<file path="config.mk">
export PLATFORM = sky130hd
export DESIGN_NAME = temp_servo_startup_sequencer_flat
export DESIGN_NICKNAME = d
export VERILOG_FILES = /design/src/rtl/temp_servo_startup_sequencer_if.sv /design/src/rtl/temp_servo_startup_sequencer.sv /design/src/flat_wrapper.sv
export SDC_FILE = /design/constraint.sdc
export NUM_CORES = 1
export LEC_CHECK = 0
export CORE_UTILIZATION = 45
export DETAILED_ROUTE_END_ITERATION = 6
export PLACE_DENSITY = 0.68
export SLEW_MARGIN = 0
export SYNTH_ARGS = -nofsm -noshare
export SYNTH_HDL_FRONTEND = slang
export SYNTH_SLANG_ARGS = --single-unit
export TNS_END_PERCENT = 1
</file>
<file path="constraint.sdc">
create_clock -name clk -period 3.96 [get_ports clk]
set_input_delay 0.396 -clock clk [delete_from_list [all_inputs] [get_ports clk]]
set_output_delay 0.396 -clock clk [all_outputs]
set_load 0.01 [all_outputs]
</file>
<file path="src/rtl/temp_servo_startup_sequencer_if.sv">
// Control/status bundle between top-level control, the servo startup ramps
// and temp_servo_startup_sequencer.
interface temp_servo_startup_sequencer_if #(
    parameter int NCH = 4,
    parameter int TW  = 32,
    parameter int CW  = 4
);
    logic           start;
    logic           stop;
    logic [NCH-1:0] pid_en;
    logic [TW-1:0]  timeout;
    logic [TW-1:0]  settle;
    logic [NCH-1:0] ch_on;
    logic [CW-1:0]  cur_ch;
    logic           busy;
    logic           done;
    logic [NCH-1:0] fault;

    modport master (
        output start, stop, pid_en, timeout, settle,
        input  ch_on, cur_ch, busy, done, fault
    );

    modport slave (
        input  start, stop, pid_en, timeout, settle,
        output ch_on, cur_ch, busy, done, fault
    );
endinterface

</file>
<file path="src/rtl/temp_servo_startup_sequencer.sv">
// Brings servo channels up one at a time: enable, wait for PID lock, settle, advance.
// Define STARTUP_SEQ_RETRY_EN to give each channel one 16-cycle off/retry before it faults.
module temp_servo_startup_sequencer #(
    parameter int NCH = 4,
    parameter int TW  = 32,
    parameter int CW  = 4
) (
    input logic clk,
    input logic rst_n,
    temp_servo_startup_sequencer_if.slave bus
);

    typedef enum logic [2:0] {
        IDLE,
        WAIT_LOCK,
        SETTLE,
        NEXT,
        DONE
`ifdef STARTUP_SEQ_RETRY_EN
        , RETRY_OFF
`endif
    } state_e;

    state_e         state;
    logic [TW-1:0]  cnt;
    logic [TW-1:0]  cnt_inc;
    logic [NCH-1:0] cur_mask;
    logic           locked;
    logic           last_ch;
    logic           tmo_hit;
    logic           settle_hit;
`ifdef STARTUP_SEQ_RETRY_EN
    logic           retried;
`endif

    always_comb begin
        // NOTE: assign a default before the loop so no path leaves the mask unassigned, which would infer a latch.
        cur_mask = '0;
        for (int i = 0; i < NCH; i++) begin
            cur_mask[i] = (bus.cur_ch == CW'(i));
        end
    end

    // Counter saturates so an unbounded wait (timeout == 0) can never wrap.
    assign cnt_inc    = (&cnt) ? cnt : cnt + TW'(1);
    assign locked     = |(bus.pid_en & cur_mask);
    assign last_ch    = (bus.cur_ch == CW'(NCH - 1));
    assign tmo_hit    = (bus.timeout != '0) && (cnt == bus.timeout - TW'(1));
    assign settle_hit = (bus.settle == '0) || (cnt == bus.settle - TW'(1));

    always_ff @(posedge clk) begin
        // NOTE: all state here uses non-blocking assignments so every register sees pre-edge values.
        if (!rst_n) begin
            state      <= IDLE;
            cnt        <= '0;
            bus.ch_on  <= '0;
            bus.cur_ch <= '0;
            bus.busy   <= 1'b0;
            bus.done   <= 1'b0;
            bus.fault  <= '0;
`ifdef STARTUP_SEQ_RETRY_EN
            retried    <= 1'b0;
`endif
        end else if (bus.stop) begin
            // Faults survive a stop so control can inspect them.
            state      <= IDLE;
            cnt        <= '0;
            bus.ch_on  <= '0;
            bus.cur_ch <= '0;
            bus.busy   <= 1'b0;
            bus.done   <= 1'b0;
        end else begin
            case (state)
                IDLE: begin
                    if (bus.start) begin
                        bus.fault  <= '0;
                        bus.cur_ch <= '0;
                        cnt        <= '0;
                        bus.ch_on  <= NCH'(1);
                        bus.busy   <= 1'b1;
`ifdef STARTUP_SEQ_RETRY_EN
                        retried    <= 1'b0;
`endif
                        state      <= WAIT_LOCK;
                    end
                end
                WAIT_LOCK: begin
                    cnt <= cnt_inc;
                    if (locked) begin
                        cnt   <= '0;
                        state <= SETTLE;
                    end else if (tmo_hit) begin
                        bus.ch_on <= bus.ch_on & ~cur_mask;
                        cnt       <= '0;
`ifdef STARTUP_SEQ_RETRY_EN
                        if (!retried) begin
                            retried <= 1'b1;
                            state   <= RETRY_OFF;
                        end else begin
                            bus.fault <= bus.fault | cur_mask;
                            state     <= NEXT;
                        end
`else
                        bus.fault <= bus.fault | cur_mask;
                        state     <= NEXT;
`endif
                    end
                end
                SETTLE: begin
                    cnt <= cnt_inc;
                    if (!locked) begin
                        cnt   <= '0;
                        state <= WAIT_LOCK;
                    end else if (settle_hit) begin
                        state <= NEXT;
                    end
                end
                NEXT: begin
                    if (last_ch) begin
                        bus.busy <= 1'b0;
                        bus.done <= 1'b1;
                        state    <= DONE;
                    end else begin
                        bus.cur_ch <= bus.cur_ch + CW'(1);
                        bus.ch_on  <= bus.ch_on | (cur_mask << 1);
                        cnt        <= '0;
`ifdef STARTUP_SEQ_RETRY_EN
                        retried    <= 1'b0;
`endif
                        state      <= WAIT_LOCK;
                    end
                end
`ifdef STARTUP_SEQ_RETRY_EN
                RETRY_OFF: begin
                    // Ramp is held off for 16 cycles so it can reload its preset.
                    cnt <= cnt_inc;
                    if (cnt == TW'(15)) begin
                        bus.ch_on <= bus.ch_on | cur_mask;
                        cnt       <= '0;
                        state     <= WAIT_LOCK;
                    end
                end
`endif
                DONE:    state <= DONE;
                default: state <= IDLE;
            endcase
        end
    end

endmodule

</file>
<file path="src/flat_wrapper.sv">
// flat-port wrapper written by rule: the top's interface ports become plain ports
module temp_servo_startup_sequencer_flat 
#(
    parameter int NCH = 4,
    parameter int TW  = 32,
    parameter int CW  = 4
)
  (clk, rst_n, bus_start, bus_stop, bus_pid_en, bus_timeout, bus_settle, bus_ch_on, bus_cur_ch, bus_busy, bus_done, bus_fault);
  temp_servo_startup_sequencer_if #(.NCH(NCH), .TW(TW), .CW(CW)) bus_i ();
  input logic clk;
  input logic rst_n;
  input wire logic [$bits(bus_i.start)-1:0] bus_start;
  input wire logic [$bits(bus_i.stop)-1:0] bus_stop;
  input wire logic [$bits(bus_i.pid_en)-1:0] bus_pid_en;
  input wire logic [$bits(bus_i.timeout)-1:0] bus_timeout;
  input wire logic [$bits(bus_i.settle)-1:0] bus_settle;
  output wire logic [$bits(bus_i.ch_on)-1:0] bus_ch_on;
  output wire logic [$bits(bus_i.cur_ch)-1:0] bus_cur_ch;
  output wire logic [$bits(bus_i.busy)-1:0] bus_busy;
  output wire logic [$bits(bus_i.done)-1:0] bus_done;
  output wire logic [$bits(bus_i.fault)-1:0] bus_fault;
  assign bus_i.start = bus_start;
  assign bus_i.stop = bus_stop;
  assign bus_i.pid_en = bus_pid_en;
  assign bus_i.timeout = bus_timeout;
  assign bus_i.settle = bus_settle;
  assign bus_ch_on = bus_i.ch_on;
  assign bus_cur_ch = bus_i.cur_ch;
  assign bus_busy = bus_i.busy;
  assign bus_done = bus_i.done;
  assign bus_fault = bus_i.fault;
  temp_servo_startup_sequencer #(.NCH(NCH), .TW(TW), .CW(CW)) u_core (.clk(clk), .rst_n(rst_n), .bus(bus_i));
endmodule
</file>
Yosys cells after proc, flatten, opt, wreduce, memory -nomap -nowiden
Index checks and enable logic that the tools add are counted.
{ "totals": {"register_bits": 49, "word_cells": 82} }
{ "op_classes": {"add_sub_neg": 4, "eq_ne": 16, "muxes": 28, "bitwise_logic": 7, "n_reduce_logical": 20} }
{ "op_table": {"columns": ["operator", "count"], "rows": [
  ["$mux 32", 6],
  ["$pmux 32 s4", 1],
  ["$eq 32x32->1", 2],
  ["$sub 32x1->32 const B", 2],
  ["$add 32x1->32 const B", 1],
  ["$logic_not 32->1", 1],
  ["$mux 4", 8],
  ["$reduce_and 32->1", 1],
  ["$reduce_bool 32->1", 1],
  ["$mux 3", 6],
  ["$pmux 4 s2", 2],
  ["$pmux 3 s5", 1],
  ["$pmux 4 s3", 1],
  ["$reduce_and 3->1", 4],
  ["$reduce_and 5->1", 2],
  ["$and 4x4->4", 2],
  ["$eq 4x2->1 const B", 2],
  ["$or 4x4->4", 2],
  ["$eq 3x2->1 const B", 2],
  ["$ne 2x2->1 const B", 3],
  ["$add 4x1->4 const B", 1],
  ["$eq 4x1->1 const B", 1],
  ["$logic_not 4->1", 1],
  ["$ne 2x1->1 const B", 2],
  ["17 further kinds", 20]
]} }

Logic depth before layout (Yosys ltp)
Gate-level depths: netlist (run 1).
{ "logic_depth": {"depth_word": 6, "depth_mapped": 14, "depth_no_buf": 11} }

Worst setup path before layout (run 1)
Ideal clock, no wire load.
{ "synth_timing": {"kind": "input port to flip-flop", "from": "in bus_timeout[0]", "to": "reg u_core.cnt[25]", "arrival_ns": 3.215, "required_time_ns": 3.843, "path_slack_ns": 0.629, "stages": 13, "n_path_buf": 2, "path_cell_list": "inv_1 ha_1 or3b_1 clkbuf_1 or4_4 or3_1 mux2_2 o2111ai_1 nor4_2 o22ai_2 buf_6 a21o_1 a22o_1"} }
{ "synth_between": {"elab_chain_len": 6} }
{ "synth_lines": {"columns": ["item", "line_no", "rtl"], "rows": [
  ["start: declaration", "flat_wrapper.sv:15", "input wire logic [$bits(bus_i.timeout)-1:0] bus_timeout;"],
  ["$sub 32x1->32", "temp_servo_startup_sequencer.sv:48", "assign tmo_hit = (bus.timeout != '0) && (cnt == bus.timeout - TW'(1));"],
  ["$eq 32x32->1", "temp_servo_startup_sequencer.sv:48", null],
  ["$logic_and 1x1->1 (*)", "temp_servo_startup_sequencer.sv:48", null],
  ["$mux 32 (*)", "temp_servo_startup_sequencer.sv:92", "end else if (tmo_hit) begin"],
  ["$mux 32 (*)", "temp_servo_startup_sequencer.sv:89", "if (locked) begin"],
  ["$pmux 32 s4 (*)", "temp_servo_startup_sequencer.sv:73", "case (state)"],
  ["end signal: assignment", "temp_servo_startup_sequencer.sv:88", "cnt <= cnt_inc;"],
  ["end signal: assignment", "temp_servo_startup_sequencer.sv:110", "cnt <= cnt_inc;"],
  ["end: declaration", "temp_servo_startup_sequencer.sv:25", "logic [TW-1:0] cnt;"]
]} }
Mark *: on every way between the ends. The rest lies on a longest branch, timed or not.
A chain may end at the register's enable or synchronous reset.

Worst setup path after layout (run 1)
{ "layout_timing": {"from": "in bus_timeout[0]", "to": "reg u_core.cnt[5]"} }
The elaborated chain is that of the path after synthesis.

==> results.py, run 1 <==
metrics = {
    "route": {
        "vias_per_cell": 6.24,
        "drt_iter0_markers": 611,
        "antenna_left": 0,
        "vias": 6048,
        "post_drt_wl_per_cell_um": 17.3,
        "drt_pre_antenna_iters": 7,
        "wirelength_um": 16800,
        "drc": 0,
    },
    "synthesis": {
        "async_flop_share_pct": 0,
        "yosysWarnings": 0,
        "postSynthAreaPerCell_um2": 7.15,
        "syn_inst": 732,
        "synth_edf_count": 0,
        "ys_ff_latch": 49,
        "synth_ff_type": "dfxtp_1",
        "syn_nets": 812,
        "syn_area_um2": 5230,
        "ys_types": 71,
        "synth.yosys.seq_area_share_pct": 18.7,
    },
    "die": {
        "ios": 86,
        "die_y_um": 110,
        "initial_core_util_pct": 46.0,
        "placementRows": 39,
        "die_area_um2": 12100,
        "core_area_um2": 11400,
        "die_w_um": 110,
    },
    "sta": {
        "rsz0062_at_grt": "false",
        "worst_slew_pin_slew_ns": 1.22,
        "slew_headroom_pct": 18.5,
        "finalHoldViolCount": 0,
        "clock_skew_ns": 0.00666,
        "maxSlewViolCount": 0,
        "min_period_over_period_pct": 93.4,
        "setup_tns_ns": 0,
        "setup_slack_ns": 0.261,
        "hold_ws_ns": 0.461,
        "fmax_ghz": 0.270,
        "setup_violations": 0,
        "layout_min_cycle_time_ns": 3.70,
    },
    "clock_network": {
        "clock_path_buffers": 2,
        "clkTransAtPathRegs_ns": 0.07,
        "cts_tree": "yes",
        "clock_sinks": 49,
        "ctsRootBufferMaster": "clkbuf_16",
        "postCtsSetupBuffers": 0,
        "ctsResizeCount": 0,
        "clk-insertion-delay-late_ns": 0.29,
        "h-tree-depth": 2,
        "hold_buffers": 0,
        "cts_buffers": 5,
    },
    "critical_path": {
        "slowest_delay_ns": 0.42,
        "rrSetupSlack_ns": 0.84,
        "r2r_cells": 9,
        "r2r-start": "u_core.cnt[8]",
        "crit_arrival_ns": 3.85,
        "cp-startpoint": "bus_timeout[0]",
        "cp_cell_sequence": "clkdlybuf4s50_1, inv_1, ha_1, or3b_1, buf_4, nor4_1, buf_4, a31oi_1, nor4b_1, buf_4, nand4b_1, nor4_2, o22ai_2, buf_4, a41oi_1, a31oi_1",
        "critical_path.slowest_cell": "clkdlybuf4s50_1",
        "cp_max_fo": 27,
        "worstSetupPathType": "in2reg",
        "cpMostUsedCell": "buf_4",
        "end_kind": "flip-flop",
        "cp.required_ns": 4.11,
        "r2r_end": "u_core.bus.ch_on[3]",
        "cp-start-kind": "input pin",
        "endpoint": "u_core.cnt[5]",
    },
    "finish": {
        "n_antenna_cell": 0,
        "final_cell_area_um2": 6570,
        "drive_above_1_share_pct": 10.3,
        "areaGrowthSynthToFinish_pct": 25.5,
        "layout_commonest_cell": "clkdlybuf4s50_1",
        "nets": 906,
        "layout.cells.non_filler": 970,
        "mostFrequentLayoutCells": "85 x clkdlybuf4s50_1, 67 x nand2_1, 63 x nor2_1, 51 x a21oi_1, 49 x dfxtp_1",
    },
    "pwr": {
        "p_clk_share_pct": 34.5,
        "power_frac_comb_pct": 24.8,
        "p_sw_uw": 355,
        "p_leak_uw": 0.00223,
        "ir_worst_vdd_v": 0.000160,
        "powerDensity_nw_per_um2": 189,
        "sequentialPowerShare_pct": 40.8,
        "internal_power_uw": 885,
        "sw_frac_of_total_pct": 28.6,
    },
    "placed_design": {
        "portBuffers": 85,
        "hpwl_um": 13500,
        "placed_area_um2": 6420,
        "gp_congestion": 0.944,
        "dpl.cell_count": 962,
        "post-place-ws_ns": -0.0134,
    },
    "global_routing": {
        "grt_use_total_pct": 27.4,
        "grt_max_degree": 28,
        "grt_pass1_wl_um": 25800,
        "antenna_found_initial": 0,
        "grt_pass1_vias": 5162,
        "overflow": 0,
    },
    "run_status": {
        "status": "finished clean",
    },
    "run": {
        "drv_cap": 0,
    },
    "min_path": {
        "worstHoldStart": "u_core.bus.done",
        "hold_path_class": "reg2reg",
    },
}
power groups by stage:
| stage | Sequential, uW | Combinational [uW] | Clock (uW) |
|---|---|---|---|
| 2_1_floorplan | 514 | 145 | 0 |
| 3_3_place_gp | 516 | 295 | 0 |
| 3_5_place_dp | 517 | 302 | 0 |
| 4_1_cts | 505 | 303 | 431 |
| 5_1_grt | 506 | 332 | 452 |
| 6_report | 505 | 307 | 427 |
registers in the layout, indices dropped and copies added, names as in the netlist:
name               flops
u_core.cnt            32
u_core.bus.cur_ch      4
u_core.bus.ch_on       4
u_core.bus.fault       4
u_core.state           3
u_core.bus.busy        1
u_core.bus.done        1
final cells by class:
cell class                      instances  area, um^2
Tap cell                              143         179
Inverter                               17        63.8
Sequential cell                        49         981
Clock inverter                          2        15.0
Timing Repair Buffer                  130        1200
Clock buffer                            6         129
Fill cell                            1097        4800
Multi-Input combinational cell        623        4000
metrics by stage:
stage / util, % / power, uW
after floorplan: - / 659
after global routing: 57.7 / 1290
after global placement: 56.5 / 811
after detailed placement: 56.5 / 818
after CTS: 57.7 / 1240
final: 57.7 / 1240
layer usage:
metal	global-route usage, %	wire length, um	up-vias
met5	0	0	-
met4	8.67	431	0
met3	2.61	1350	36
met2	44.2	7560	299
met1	38.0	7440	2794
li1	-	-	2919
synthesized netlist by cell type (all sizes together) (25+ instances only):
cell type | n | area share [%]
xor2 | 36 | 6.0
a21oi | 51 | 4.9
nor2 | 63 | 4.5
clkbuf | 36 | 2.6
nor4 | 30 | 4.6
a31oi | 25 | 3.0
xnor2 | 43 | 7.2
nand2 | 67 | 4.8
nor3 | 31 | 3.0
o21ai | 26 | 2.5
dfxtp | 49 | 19
nand3 | 32 | 3.1
cells by family (layout without fill, tap and decap cells):
| kind of cell | Yosys count | count (layout) | synth area share, % |
|---|---|---|---|
| fa+ha+maj | 8 | 8 | 1.91 |
| flops | 49 | 49 | 18.7 |
| buf+inv | 60 | 155 | 4.88 |
| simple gates | 356 | 356 | 38.0 |
| xor+xnor | 79 | 79 | 13.2 |
| compound gates | 171 | 171 | 21.4 |
| mux | 9 | 9 | 1.79 |
worst min path at each step:
stage	slack (ns)	end	cells after the start
after floorplan	0.47	u_core.bus.done	2
after global placement	0.44	u_core.bus.done	2
after global routing	0.49	u_core.bus.busy	2
final	0.46	u_core.bus.done	2
after CTS	0.46	u_core.bus.done	2
after detailed placement	0.45	u_core.bus.fault[0]	2
critical path: cells and delay by family:
kind / cells / cell delay (ns)
AND/OR/NAND/NOR: 5 / 1.51
buffers and inverters: 6 / 1.27
AO/OA/AOI/OAI: 4 / 0.51
adder cells (fa/ha/maj): 1 / 0.15
(Power assumes the default switching activity.)
==> run 2, diff against run 1 <==
- CORE_ASPECT_RATIO: default -> 1.1
- CORE_MARGIN: default -> 1.5
==> run 2 against run 1 <==
Cell count rose by 1.0%; die area rose by 1.8%; maximum frequency fell by 1.8%; sequential cell count did not move; sequential power barely moved; power rose by 5.3%; clock power rose by 15%; critical path type unchanged; hold slack got worse by 0.0098 ns.
==> results.py, run 2 (synthesis results as in run 1) <==
metrics = {
    "sta": {
        "worst_slew_pin_slew_ns": 0.841,
        "clock_skew_ns": 0.00759,
        "min_period_over_period_pct": 95.1,
        "maxSlewViolCount": 0,
        "setup_slack_ns": 0.195,
        "finalHoldViolCount": 0,
        "layout_min_cycle_time_ns": 3.76,
        "slew_headroom_pct": 43.4,
        "setup_violations": 0,
        "rsz0062_at_grt": "false",
        "fmax_ghz": 0.266,
    },
    "finish": {
        "drive_above_1_share_pct": 10.6,
        "mostFrequentLayoutCells": "85 x clkdlybuf4s50_1, 67 x nand2_1, 63 x nor2_1, 51 x a21oi_1, 49 x dfxtp_1",
        "nets": 909,
        "fin_util_pct": 58.1,
        "largest_register_ffs": 32,
        "layout_commonest_cell": "clkdlybuf4s50_1",
        "regMostFlops": "u_core.cnt",
        "layout.cells.non_filler": 980,
        "n_antenna_cell": 0,
        "areaGrowthSynthToFinish_pct": 26.5,
    },
    "critical_path": {
        "r2r-start": "u_core.cnt[8]",
        "slowest_delay_ns": 0.56,
        "rrSetupSlack_ns": 0.76,
        "cp_cell_sequence": "clkdlybuf4s50_1, inv_1, ha_1, or3b_1, or4_4, or3_1, mux2_2, o2111ai_1, nor4_2, o22ai_2, buf_12, a41oi_1, a31oi_1",
        "r2r_end": "u_core.bus.ch_on[1]",
        "end_kind": "flip-flop",
        "critPathTopFamily": "simple AND/OR/NAND/NOR gates",
        "path_buf_inv": 3,
        "crit_arrival_ns": 3.92,
        "cp_max_fo": 32,
        "cp-start-kind": "input pin",
        "critical_path.slowest_cell": "or4_4",
        "worstSetupPathType": "in2reg",
        "cp.required_ns": 4.11,
        "r2r_cells": 9,
        "cp-startpoint": "bus_timeout[0]",
    },
    "global_routing": {
        "grt_use_total_pct": 27.5,
        "grt_pass1_vias": 5493,
        "grt_max_degree": 33,
        "grt_pass1_wl_um": 26900,
        "overflow": 0,
        "antenna_found_initial": 0,
    },
    "pwr": {
        "ir_worst_vdd_v": 0.000209,
        "p_leak_uw": 0.00226,
        "powerDensity_nw_per_um2": 197,
    },
    "route": {
        "drt_iter0_markers": 463,
        "post_drt_wl_per_cell_um": 17.4,
        "antenna_left": 0,
        "drt_pre_antenna_iters": 5,
        "drc": 0,
        "vias": 6009,
        "vias_per_cell": 6.13,
        "wirelength_um": 17000,
    },
    "run_status": {
        "status": "finished clean",
    },
    "die": {
        "die_y_um": 116,
        "placementRows": 41,
        "die_area_um2": 12300,
        "initial_core_util_pct": 45.9,
        "die_w_um": 106,
        "ios": 86,
        "core_area_um2": 11400,
    },
    "clock_network": {
        "ctsRootBufferMaster": "clkbuf_16",
        "clock_sinks": 49,
        "hold_buffers": 0,
        "clock_path_buffers": 2,
        "cts_tree": "yes",
        "clk-insertion-delay-late_ns": 0.30,
        "postCtsSetupBuffers": 0,
        "cts_buffers": 5,
        "h-tree-depth": 2,
        "clkTransAtPathRegs_ns": 0.07,
        "ctsResizeCount": 0,
    },
    "min_path": {
        "hold_path_class": "reg2reg",
        "hold_end": "u_core.bus.done",
        "holdPathStages": 2,
        "worstHoldStart": "u_core.bus.done",
    },
    "placed_design": {
        "hpwl_um": 13600,
        "post-place-ws_ns": -0.0784,
        "gp_congestion": 0.982,
        "portBuffers": 85,
        "dpl.cell_count": 972,
    },
    "run": {
        "drv_cap": 0,
    },
}
run 2: changes by cell type in the layout (fill, tap and decap cells not counted):
cell,before,now
buf_4,44,47
bufinv_16,0,1
clkinv_4,0,1
clkinvlp_4,2,0
run 2: worst max-delay path by stage:
stage                                      to  cells after the start
after floorplan                u_core.cnt[25]                     13
after global placement          u_core.cnt[5]                     13
after detailed placement        u_core.cnt[5]                     13
after CTS                       u_core.cnt[5]                     13
after global routing      u_core.bus.ch_on[1]                     16
final                           u_core.cnt[5]                     13
run 2: final cells by class:
type	instances	area, um^2
Fill cell	1106	4770
Multi-Input combinational cell	623	4000
Timing Repair Buffer	133	1220
Sequential cell	49	981
Tap cell	150	188
Clock buffer	6	129
Inverter	17	63.8
Clock inverter	2	38.8
run 2: stage by stage:
stage / hold WS (ns) / TNS, ns / instance area (um^2) / power, uW
after global routing: 0.477 / 0 / 6620 / 1360
after global placement: 0.435 / 0 / 6450 / 812
after CTS: 0.454 / 0 / 6620 / 1310
final: 0.451 / 0 / 6620 / 1310
after floorplan: 0.470 / 0 / 5230 / 659
after detailed placement: 0.443 / -0.184 / 6450 / 819
run 2: per-layer routing:
layer	global-route usage (%)	wire length, um
met5	0	0
met4	11.6	534
met3	2.96	843
met2	47.2	8020
met1	35.2	7610
run 2: report_power, final:
part | internal [uW] | total [uW] | switching, uW
Sequential | 497 | 506 | 8.30
Clock | 300 | 492 | 192
Combinational | 154 | 308 | 154
Total | 951 | 1310 | 355
run 2: worst reg2reg max path: cells and delay by family, from the launching register on:
kind	cells	cell delay, ns
and+or+nand+nor	5	1.88
AOI/OAI and AO/OA	3	0.55
DFF	1	0.50
xor gates and xnor gates	1	0.18
==> run 3, diff against run 2 <==
--- a/config.mk
+++ b/config.mk
@@ -12,3 +12,3 @@
 export PLACE_DENSITY = 0.68
-export SLEW_MARGIN = 0
+export SLEW_MARGIN = 40
 export SYNTH_ARGS = -nofsm -noshare
==> constraint.sdc (replaced) <==
create_clock -name clk -period 3.96 [get_ports clk]
set_input_delay 0.792 -clock clk [delete_from_list [all_inputs] [get_ports clk]]
set_output_delay 0.792 -clock clk [all_outputs]
set_load 0.01 [all_outputs]
==> run 3 against run 2 <==
Non-clock buffer count rose by 60; maximum frequency fell by 2.8%; clock skew rose by 0.0020 ns; largest cell class unchanged; critical endpoint is now u_core.cnt[25]; hold slack improved by 0.0069 ns.
==> results.py, run 3 (synthesis results as in run 1) <==
metrics = {
    "run_status": {
        "status": "finished clean",
    },
    "route": {
        "wirelength_um": 17800,
        "vias": 6291,
        "drt_pre_antenna_iters": 5,
        "drc": 0,
        "drt_iter0_markers": 500,
        "vias_per_cell": 6.05,
        "antenna_left": 0,
        "post_drt_wl_per_cell_um": 17.2,
    },
    "placed_design": {
        "dpl.cell_count": 1028,
        "portBuffers": 85,
        "hpwl_um": 14400,
        "placed_area_um2": 6860,
        "gp_congestion": 1.00,
        "post-place-ws_ns": -0.384,
    },
    "sta": {
        "min_period_over_period_pct": 97.9,
        "maxSlewViolCount": 0,
        "slew_headroom_pct": 41.3,
        "clock_skew_ns": 0.00956,
        "setup_violations": 0,
        "setup_slack_ns": 0.0849,
        "finalHoldViolCount": 0,
        "rsz0062_at_grt": "true",
        "worst_slew_pin_slew_ns": 0.872,
        "layout_min_cycle_time_ns": 3.88,
        "fmax_ghz": 0.258,
    },
    "global_routing": {
        "grt_max_degree": 35,
        "antenna_found_initial": 0,
        "grt_util_met3_pct": 2.18,
        "met1_usage_pct": 36.8,
        "grt_pass1_vias": 5797,
        "globalRouteMet2Util_pct": 49.8,
        "grt_use_total_pct": 28.8,
        "grt_pass1_wl_um": 28400,
        "overflow": 0,
        "grt.busiest_layer": "met2",
    },
    "pwr": {
        "p_leak_uw": 0.00260,
        "p_clk_share_pct": 36.4,
        "internal_power_uw": 977,
        "powerDensity_nw_per_um2": 186,
        "p_total_uw": 1340,
        "power_frac_comb_pct": 25.7,
        "ir_worst_vdd_v": 0.000193,
        "p_sw_uw": 359,
        "sw_frac_of_total_pct": 26.9,
        "sequentialPowerShare_pct": 37.8,
    },
    "critical_path": {
        "crit_arrival_ns": 4.06,
        "end_kind": "flip-flop",
        "cp.required_ns": 4.15,
        "cp-start-kind": "input pin",
        "worstSetupPathType": "in2reg",
        "cp_max_fo": 5,
    },
    "finish": {
        "final_cell_area_um2": 7180,
        "n_antenna_cell": 0,
        "largest_register_ffs": 32,
        "drive_above_1_share_pct": 18.3,
        "layout_commonest_cell": "buf_4",
        "regMostFlops": "u_core.cnt",
        "fin_util_pct": 63.0,
        "fill_cells": 1060,
        "nets": 969,
        "areaGrowthSynthToFinish_pct": 37.1,
        "layout.cells.non_filler": 1040,
        "mostFrequentLayoutCells": "104 x buf_4, 82 x clkdlybuf4s50_1, 67 x nand2_1, 63 x nor2_1, 50 x a21oi_1",
    },
    "clock_network": {
        "clock_path_buffers": 2,
        "hold_buffers": 0,
        "ctsRootBufferMaster": "clkbuf_16",
        "clk-insertion-delay-late_ns": 0.29,
        "clkTransAtPathRegs_ns": 0.07,
        "h-tree-depth": 2,
        "cts_tree": "yes",
        "cts_buffers": 5,
        "clock_sinks": 49,
    },
    "die": {
        "initial_core_util_pct": 45.9,
        "die_y_um": 116,
        "core_area_um2": 11400,
        "placementRows": 41,
        "ios": 86,
        "die_area_um2": 12300,
        "die_w_um": 106,
    },
    "min_path": {
        "hold_path_class": "reg2reg",
    },
    "run": {
        "drv_cap": 0,
    },
}
==> run 3: cell count changes in the layout (fill, tap and decap cells not counted), sizes merged <==
cell           before  now
dlymetal6s2s        0    1
clkdlybuf4s50      85   82
dlygate4sd2         0    2
buf                48  108
==> run 3: through the flow <==
| step | hold WS [ns] | setup TNS, ns |
|---|---|---|
| 3_5_place_dp | 0.448 | -10.03 |
| 3_3_place_gp | 0.435 | -8.29 |
| 6_report | 0.458 | 0 |
| 5_1_grt | 0.477 | -0.808 |
| 2_1_floorplan | 0.470 | 0 |
| 4_1_cts | 0.463 | 0 |
==> run 3: cell type report <==
cell class / instances / area (um^2) / area share, %
Clock inverter: 2 / 38.8 / 0.541
Inverter: 17 / 63.8 / 0.889
Multi-Input combinational cell: 623 / 4100 / 57.1
Clock buffer: 6 / 129 / 1.80
Timing Repair Buffer: 193 / 1680 / 23.4
Tap cell: 150 / 188 / 2.62
Sequential cell: 49 / 981 / 13.7
==> run 3: timing repair <==
action,in CTS,in global routing
gates resized for setup,13,15
endpoints found under the setup margin,17,32
gates cloned,1,0
setup buffers,3,0
pin swaps,6,4
==> run 3: critical path: stages <==
cell	delay, ns
clkdlybuf4s50_1	0.44
or3b_4	0.46
buf_6	0.14
buf_4	0.13
nor4_2	0.30
buf_4	0.17
a31oi_1	0.10
nor4b_2	0.24
buf_4	0.15
nand4b_1	0.14
nor4_4	0.33
o22ai_4	0.14
buf_6	0.15
a21o_1	0.15
a22o_1	0.22
==> run 3: path summary, 6_finish.rpt <==
| path | from | end | slack (ns) | cells after the start |
|---|---|---|---|---|
| setup / recovery | bus_timeout[2] | u_core.cnt[25] | 0.08 | 15 |
| hold / removal | u_core.bus.fault[3] | u_core.bus.fault[3] | 0.46 | 2 |
| setup reg to reg | u_core.cnt[6] | u_core.cnt[25] | 0.75 | 9 |
| hold reg to reg | u_core.bus.fault[3] | u_core.bus.fault[3] | 0.46 | 2 |
==> run 3: routing by layer <==
layer	wire length, um	share of wire [%]	vias up
met3	1060	5.9	38
met2	8450	47	246
met1	7700	43	2955
li1	-	-	3052
met4	636	3.6	0
met5	0	0	-
==> run 3: power groups by stage <==
stage	Clock (uW)	Sequential [uW]	Combinational, uW
2_1_floorplan	0	514	145
3_3_place_gp	0	516	325
3_5_place_dp	0	517	331
4_1_cts	488	505	336
5_1_grt	514	506	372
6_report	487	505	344
